--- src/rtl/key_evt_pkg.sv ---
// Shared definitions for the key event controller.
//   evt_type_e  : event type encoding presented on evt_type
//   key_state_e : per-key tracking FSM state encoding
//   evt_slot_t  : per-key pending event slot (valid + type)
//   cnt_width() : hold counter width sized for the longer of the two intervals
package key_evt_pkg;

  typedef enum logic [1:0] {
    EVT_PRESS   = 2'd0,
    EVT_RELEASE = 2'd1,
    EVT_LONG    = 2'd2,
    EVT_REPEAT  = 2'd3
  } evt_type_e;

  typedef enum logic [1:0] {
    ST_IDLE      = 2'd0,
    ST_HELD      = 2'd1,
    ST_LONG_HELD = 2'd2
  } key_state_e;

  typedef struct packed {
    logic      valid;
    evt_type_e typ;
  } evt_slot_t;

  function automatic int unsigned cnt_width(input int unsigned a, input int unsigned b);
    int unsigned m;
    m = (a > b) ? a : b;
    return (m > 1) ? $clog2(m) : 1;
  endfunction

endpackage

--- src/rtl/key_track.sv ---
// Per-key tracker: edge detect on the debounced level, IDLE/HELD/LONG_HELD
// FSM with hold counter, and a registered one-cycle event pulse.
// Ports:
//   clk, rst     : clock, synchronous active-high reset
//   i_key_level  : debounced key level, 1 = pressed
//   o_raise      : registered pulse, an event was raised this cycle
//   o_type       : type of the raised event (valid with o_raise)
module key_track
  import key_evt_pkg::*;
#(
  parameter int unsigned LONG_CYCLES   = 50_000_000,
  parameter int unsigned REPEAT_CYCLES = 10_000_000,
  parameter int unsigned CNT_W         = 26
) (
  input  logic      clk,
  input  logic      rst,
  input  logic      i_key_level,
  output logic      o_raise,
  output evt_type_e o_type
);

  localparam logic [CNT_W-1:0] LONG_LAST   = CNT_W'(LONG_CYCLES - 1);
  localparam logic [CNT_W-1:0] REPEAT_LAST = CNT_W'(REPEAT_CYCLES - 1);

  logic             r_key_q;
  key_state_e       r_state;
  key_state_e       w_state_nxt;
  logic [CNT_W-1:0] r_cnt;
  logic [CNT_W-1:0] w_cnt_nxt;
  logic             r_raise;
  logic             w_raise_nxt;
  evt_type_e        r_type;
  evt_type_e        w_type_nxt;
  logic             w_press;
  logic             w_release;

  assign w_press   = i_key_level & ~r_key_q;
  assign w_release = ~i_key_level & r_key_q;

  // State register, hold counter and registered event pulse
  always_ff @(posedge clk) begin
    if (rst) begin
      r_key_q <= 1'b0;
      r_state <= ST_IDLE;
      r_cnt   <= '0;
      r_raise <= 1'b0;
      r_type  <= EVT_PRESS;
    end else begin
      r_key_q <= i_key_level;
      r_state <= w_state_nxt;
      r_cnt   <= w_cnt_nxt;
      r_raise <= w_raise_nxt;
      r_type  <= w_type_nxt;
    end
  end

  // Next state; release is tested before terminal count so it wins a tie
  always_comb begin
    w_state_nxt = r_state;
    w_cnt_nxt   = r_cnt;
    w_raise_nxt = 1'b0;
    w_type_nxt  = EVT_PRESS;
    case (r_state)
      ST_IDLE: begin
        w_cnt_nxt = '0;
        if (w_press) begin
          w_state_nxt = ST_HELD;
          w_raise_nxt = 1'b1;
          w_type_nxt  = EVT_PRESS;
        end
      end
      ST_HELD: begin
        if (w_release) begin
          w_state_nxt = ST_IDLE;
          w_cnt_nxt   = '0;
          w_raise_nxt = 1'b1;
          w_type_nxt  = EVT_RELEASE;
        end else if (r_cnt == LONG_LAST) begin
          w_state_nxt = ST_LONG_HELD;
          w_cnt_nxt   = '0;
          w_raise_nxt = 1'b1;
          w_type_nxt  = EVT_LONG;
        end else begin
          w_cnt_nxt = r_cnt + CNT_W'(1);
        end
      end
      ST_LONG_HELD: begin
        if (w_release) begin
          w_state_nxt = ST_IDLE;
          w_cnt_nxt   = '0;
          w_raise_nxt = 1'b1;
          w_type_nxt  = EVT_RELEASE;
        end else if (r_cnt == REPEAT_LAST) begin
          w_cnt_nxt   = '0;
          w_raise_nxt = 1'b1;
          w_type_nxt  = EVT_REPEAT;
        end else begin
          w_cnt_nxt = r_cnt + CNT_W'(1);
        end
      end
      default: begin
        w_state_nxt = ST_IDLE;
        w_cnt_nxt   = '0;
      end
    endcase
  end

  assign o_raise = r_raise;
  assign o_type  = r_type;

endmodule

--- src/rtl/key_event_ctrl.sv ---
// Key event controller: one key_track per key feeds a one-deep pending slot;
// full slots are granted round-robin into a single valid/ready output register.
// Ports:
//   clk, rst   : clock, synchronous active-high reset
//   key_level  : debounced key levels, 1 = pressed
//   evt_valid  : output event valid
//   evt_ready  : consumer accepts the event
//   evt_key    : index of the key that raised the event
//   evt_type   : PRESS=0, RELEASE=1, LONG=2, REPEAT=3
//   overrun    : sticky, an event was dropped because its slot was full
module key_event_ctrl
  import key_evt_pkg::*;
#(
  parameter int unsigned NUM_KEYS      = 4,
  parameter int unsigned LONG_CYCLES   = 50_000_000,
  parameter int unsigned REPEAT_CYCLES = 10_000_000,
  localparam int unsigned KEY_W        = (NUM_KEYS > 1) ? $clog2(NUM_KEYS) : 1
) (
  input  logic                clk,
  input  logic                rst,
  input  logic [NUM_KEYS-1:0] key_level,
  output logic                evt_valid,
  input  logic                evt_ready,
  output logic [KEY_W-1:0]    evt_key,
  output logic [1:0]          evt_type,
  output logic                overrun
);

  localparam int unsigned CNT_W = cnt_width(LONG_CYCLES, REPEAT_CYCLES);

  logic [NUM_KEYS-1:0] w_raise;
  evt_type_e           w_raise_type [NUM_KEYS];
  evt_slot_t           r_slot       [NUM_KEYS];
  logic [NUM_KEYS-1:0] w_gnt;
  logic [NUM_KEYS-1:0] w_drop;
  logic [KEY_W-1:0]    w_gnt_idx;
  logic                w_any_full;
  logic                w_out_load;
  logic [KEY_W-1:0]    r_ptr;
  logic                r_evt_valid;
  logic [KEY_W-1:0]    r_evt_key;
  evt_type_e           r_evt_type;
  logic                r_overrun;

  for (genvar g = 0; g < NUM_KEYS; g++) begin : g_trk
    key_track #(
      .LONG_CYCLES  (LONG_CYCLES),
      .REPEAT_CYCLES(REPEAT_CYCLES),
      .CNT_W        (CNT_W)
    ) u_trk (
      .clk        (clk),
      .rst        (rst),
      .i_key_level(key_level[g]),
      .o_raise    (w_raise[g]),
      .o_type     (w_raise_type[g])
    );
  end

  // Output register can take a new event when empty or being drained
  assign w_out_load = ~r_evt_valid | evt_ready;

  // Round-robin search starting one past the last granted key
  always_comb begin : p_arb
    int unsigned idx;
    idx        = 0;
    w_any_full = 1'b0;
    w_gnt_idx  = r_ptr;
    w_gnt      = '0;
    for (int unsigned off = 1; off <= NUM_KEYS; off++) begin
      idx = (32'(r_ptr) + off) % NUM_KEYS;
      if (!w_any_full && r_slot[idx].valid) begin
        w_any_full = 1'b1;
        w_gnt_idx  = KEY_W'(idx);
      end
    end
    if (w_any_full && w_out_load) begin
      w_gnt[w_gnt_idx] = 1'b1;
    end
  end

  // A new event is lost only if its slot stays occupied this cycle
  always_comb begin
    w_drop = '0;
    for (int unsigned k = 0; k < NUM_KEYS; k++) begin
      w_drop[k] = w_raise[k] & r_slot[k].valid & ~w_gnt[k];
    end
  end

  // Pending slots, output register, pointer and overrun flag
  always_ff @(posedge clk) begin
    if (rst) begin
      r_evt_valid <= 1'b0;
      r_evt_key   <= '0;
      r_evt_type  <= EVT_PRESS;
      r_overrun   <= 1'b0;
      r_ptr       <= '0;
      for (int unsigned k = 0; k < NUM_KEYS; k++) begin
        r_slot[k] <= '0;
      end
    end else begin
      if (w_out_load) begin
        r_evt_valid <= w_any_full;
        if (w_any_full) begin
          r_evt_key  <= w_gnt_idx;
          r_evt_type <= r_slot[w_gnt_idx].typ;
          r_ptr      <= w_gnt_idx;
        end
      end
      for (int unsigned k = 0; k < NUM_KEYS; k++) begin
        if (w_raise[k] && (!r_slot[k].valid || w_gnt[k])) begin
          r_slot[k] <= '{valid: 1'b1, typ: w_raise_type[k]};
        end else if (w_gnt[k]) begin
          r_slot[k].valid <= 1'b0;
        end
      end
      if (|w_drop) begin
        r_overrun <= 1'b1;
      end
    end
  end

  assign evt_valid = r_evt_valid;
  assign evt_key   = r_evt_key;
  assign evt_type  = r_evt_type;
  assign overrun   = r_overrun;

endmodule
--- config.mk ---
export PLATFORM = sky130hd
export DESIGN_NAME = key_event_ctrl
export DESIGN_NICKNAME = d
export VERILOG_FILES = /design/src/rtl/key_evt_pkg.sv /design/src/rtl/key_track.sv /design/src/rtl/key_event_ctrl.sv
export SDC_FILE = /design/constraint.sdc
export NUM_CORES = 1
export LEC_CHECK = 0
export ABC_AREA = 1
export ABC_CLOCK_PERIOD_IN_PS = 2100
export CORE_AREA = 2 2 154 111
export DETAILED_ROUTE_END_ITERATION = 8
export DIE_AREA = 0 0 156 113
export PLACE_DENSITY_LB_ADDON = 0.2
export SLEW_MARGIN = 25
export SYNTH_ARGS = -nofsm -noshare
export SYNTH_HDL_FRONTEND = slang
export SYNTH_SLANG_ARGS = --single-unit
--- constraint.sdc ---
create_clock -name clk -period 2.1 [get_ports clk]
set_clock_uncertainty 0.2 [all_clocks]
set_input_delay 0.42 -clock clk [delete_from_list [all_inputs] [get_ports clk]]
set_output_delay 0.42 -clock clk [all_outputs]
set_load 0.05 [all_outputs]
==> key figures <==
Status
  • Status: finished, violations left
  • Failing checks: setup timing

Clocking
  • CTS Hold Bufs: 0
  • CTS Buffer Depth: 2
  • Num CTS Buffers: 17
  • CTS Sinks: 148
  • # H-tree levels: 4
  • TritonCTS clock tree: done
  • Clk Latency, worst-skew pair: around 0.43 ns
  • CTS clk-pin slew, worst paths: 0.06 ns
  • Root buf cell: clkbuf_16

Power and ir drop
  • Leak: ~4.0 nW
  • VDD IR max: 0.653 mV
  • Logic pwr share: 0.364
  • Clock power frac: 0.315
  • Seq pwr share: 0.322
  • Int Pwr: 6.68 mW
  • Overall power: between 10 and 15 mW
  • Power Density: around 1000 mW/mm²
  • Total net switching power: approximately 3.6 mW
  • Sw Ratio: 0.353

Global routing
  • All-Layer GR Usage: 0.208
  • First-pass GRT wire length: 30100 µm
  • Number of global-route vias before repair: around 6600
  • Grt ovf: 0
  • Largest net degree at the start of global routing: 26
  • Initial antenna violation count: 0

Hold path
  • Worst Hold Class: reg -> reg
  • Hold path startpoint: g_trk[1].u_trk.r_cnt[0]$_SDFF_PP0_
  • Worst Hold Depth: 1
  • Worst Hold Path EP: g_trk[1].u_trk.r_cnt[0]$_SDFF_PP0_

Cells and area
  • Most common cell after layout, fill and taps aside: nand2_1
  • Final instance area: a little over 0.01 mm²
  • Post-Layout Cell Count: roughly 1400
  • Ratio of cells with drive above 1 in the final layout: 0.251
  • Commonest cells after routing, fill and taps aside: 167 x nand2_1, 159 x nor2_1, 139 x inv_1, 128 x dfxtp_1, 84 x buf_4
  • Area Overhead vs Synth: 24.5%
  • Post-layout nets: 1238
  • N_diodes: 0

STA
  • Worst Tran Pin Value: just under 0.5 ns
  • FMAX: 463 MHz
  • Final setup violation count: 11
  • Final Hold Viols: 0
  • Relative slew slack: 0.678
  • Slew Viols, Final: 0
  • Total Neg Setup Slack: -0.283 ns
  • Unrepaired setup endpoints after global routing: yes
  • Post-route setup slack: -0.0590 ns
  • Min cycle time layout: 2.16 ns
  • Final worst-path cycle share: 1.03

Setup path
  • R2R depth: 13
  • Critical path class: reg -> reg
  • Crit. End Element: flip-flop
  • Critical Path RT: 2.04 ns
  • Critical Path Source: r_slot[3][2]$_SDFFCE_PP0P_
  • Reg2reg start: r_slot[3][2]$_SDFFCE_PP0P_
  • Worst EP arrival: around 2.1 ns
  • FF-to-FF setup slack: -0.06 ns
  • CP startpoint kind: flip-flop
  • Worst r2r dst: r_slot[1][1]$_SDFFCE_PN0P_
  • Worst Path Max Fanout: 4

Drt
  • Final ANT Viol Nets: 0
  • DR vias: 7332
  • Residual DRC: 0
  • Via/cell ratio: a little over 5
  • Drt total wl: ~19000 µm
  • DRT Pass-1 Iters: 7
  • Post-DR wirelength/cell: between 10 and 15 µm
  • 1st-iter DRT viols: between 400 and 500

Die
  • Row count: 39
  • Die H: around 110 µm
  • Placeable Area: 0.0161 mm²
  • Chip Width: around 160 µm
  • I/O pin cnt: 13
  • Initial Util: 0.507
  • Die area: 0.0176 mm²

Placed design
  • Pre-CTS worst setup slack: -0.0321 ns
  • Cell total after placement: roughly 1400
  • DP HPWL: ~13000 µm
  • Total placed instance area: a little under 0.009 mm²
  • Number of port buffers: 12
  • GP Congestion: a little under 0.9

Logic synthesis
  • Sequential area share after synthesis: 0.379
  • Main combinational cell family by area after synthesis: simple AND/OR/NAND/NOR gates
  • Mapped Area: 0.00813 mm²
  • XOR/XNOR Fraction of Synth Area: 0.0625
  • Average size of a mapped cell: roughly 7.4 µm²
  • Main synth FF type: dfxtp_1
  • Synth area leaders: dfxtp_1 33%, nand2_1 9.2%, nor2_1 7.8%
  • Mux share of post-synthesis cell area: 0
  • Synth Warn #: 0
  • FF+latch count, synth: approximately 150
  • Synth Area in Compound Gates: 0.0528
  • Synth top area share: 0.335
  • Ys async rst share: 0
  • Syn nets: approximately 1100
  • Simple-gate share of the synthesized area: 0.388
  • Synth cell types: between 40 and 50
  • EDFF count, synth: 12
  • Cells after synthesis: ~1100
  • Dominant cell type by area after synthesis: dfxtp_1
  • Adder-Cell Fraction of Synth Area: 0.0308

Job
  • # Max-Cap Violations: 0
[power groups by stage]
| stage | Sequential, mW | Combinational [mW] | Clock [mW] |
|---|---|---|---|
| floorplan | 3.45 | 2.03 | 0 |
| global placement | 3.36 | 2.94 | 0 |
| detailed placement | 3.36 | 2.98 | 0 |
| CTS | 3.30 | 3.07 | 3.31 |
| global route | 3.35 | 4.12 | 3.44 |
| finish | 3.32 | 3.75 | 3.25 |
[cell type report]
cell class | count | area (µm²)
inverter | 158 | 608
timing repair buffer | 100 | 851
multi-input combinational | 786 | 4680
clock buffer | 23 | 520
clock inverter | 8 | 118
fill | 1369 | 5930
tap | 205 | 256
sequential | 148 | 3100
[timing repair]
item                                   4_1_cts  5_1_grt
cloned                                       0        2
endpoints found under the hold margin        0        0
setup endpoints to repair                   11      121
resized for setup                            5      101
pin swaps                                    1       48
setup buffers                                2       25
[Yosys cell counts (2+ instances only)]
master      n
o21ai_0    21
nor3_2      6
nor2_4     12
o21ai_1     3
xor2_1     49
buf_6       4
o211ai_1    2
nand2_1   199
inv_1     140
buf_2       2
inv_4       2
nand2_2    34
nor4_1     15
nor2_1    170
a31oi_1     6
nand2_4     3
nor3b_1     4
a211oi_1    4
nor2_2     12
nand3_2    15
nor3_4      7
a21oi_1    28
nand3_1    64
nor3_1     48
xnor2_1     9
or2_2       5
buf_4       5
ha_1       20
edfxtp_1   12
inv_2      14
a221oi_1    3
dfxtp_1   136
nand4_1    34
clkbuf_1    2
and3_1      3
[kinds of logic after synthesis]
logic type,after synthesis
AO/OA/AOI/OAI,74
XOR/XNOR,58
adder cells (fa/ha/maj),20
buffers and inverters,171
flip-flops,148
AND/OR/NAND/NOR,634
[worst max-delay path, stage by stage (launching register included)]
cell	delay, ns
edfxtp_1	0.51
nand3_2	0.13
nand2_2	0.07
nor2_4	0.16
nand2_4	0.07
nand2_2	0.07
nand2_2	0.06
nand2_4	0.09
inv_4	0.04
nor2_4	0.14
nand2_2	0.10
nand2_2	0.10
nand2_2	0.06
nand2_2	0.08
[worst max-delay path by stage]
stage / to / slack [ns] / depth (start not counted)
6_report: r_slot[1][1]$_SDFFCE_PN0P_ / -0.06 / 13
5_1_grt: r_slot[1][0]$_SDFFCE_PN0P_ / -0.14 / 13
4_1_cts: g_trk[0].u_trk.o_raise$_SDFF_PP0_ / 0.004 / 12
3_5_place_dp: g_trk[3].u_trk.r_cnt[15]$_SDFF_PP0_ / -0.03 / 8
3_3_place_gp: g_trk[0].u_trk.o_raise$_SDFF_PP0_ / -0.01 / 12
2_1_floorplan: r_slot[3][0]$_SDFFCE_PN0P_ / 0.01 / 15
[flip-flops by register name (all words and copies together) (netlist names), named ones only]
signal	flops
r_slot	12
g_trk.u_trk.r_cnt	104
g_trk.u_trk.o_raise	4
evt_type	2
g_trk.u_trk.o_type	8
evt_key	2
g_trk.u_trk.r_state	8
evt_valid	1
g_trk.u_trk.r_key_q	4
overrun	1
[routing by layer]
| metal | wire length [µm] | track usage | part of all wire | up-vias |
|---|---|---|---|---|
| li1 | - | - | - | 3784 |
| met1 | 9750 | 0.314 | 0.52 | 3351 |
| met2 | 7780 | 0.296 | 0.42 | 170 |
| met3 | 825 | 0.0398 | 0.044 | 27 |
| met4 | 275 | 0.0709 | 0.015 | 0 |
| met5 | 0 | 0 | 0 | - |
[per-stage QoR]
| step | hold slack, ns | util |
|---|---|---|
| finish | 0.234 | 0.631 |
| floorplan | 0.217 | - |
| CTS | 0.258 | 0.594 |
| detailed placement | 0.244 | 0.553 |
| global placement | 0.231 | 0.553 |
| global route | 0.252 | 0.631 |
Power figures use the tool's default switching activity.
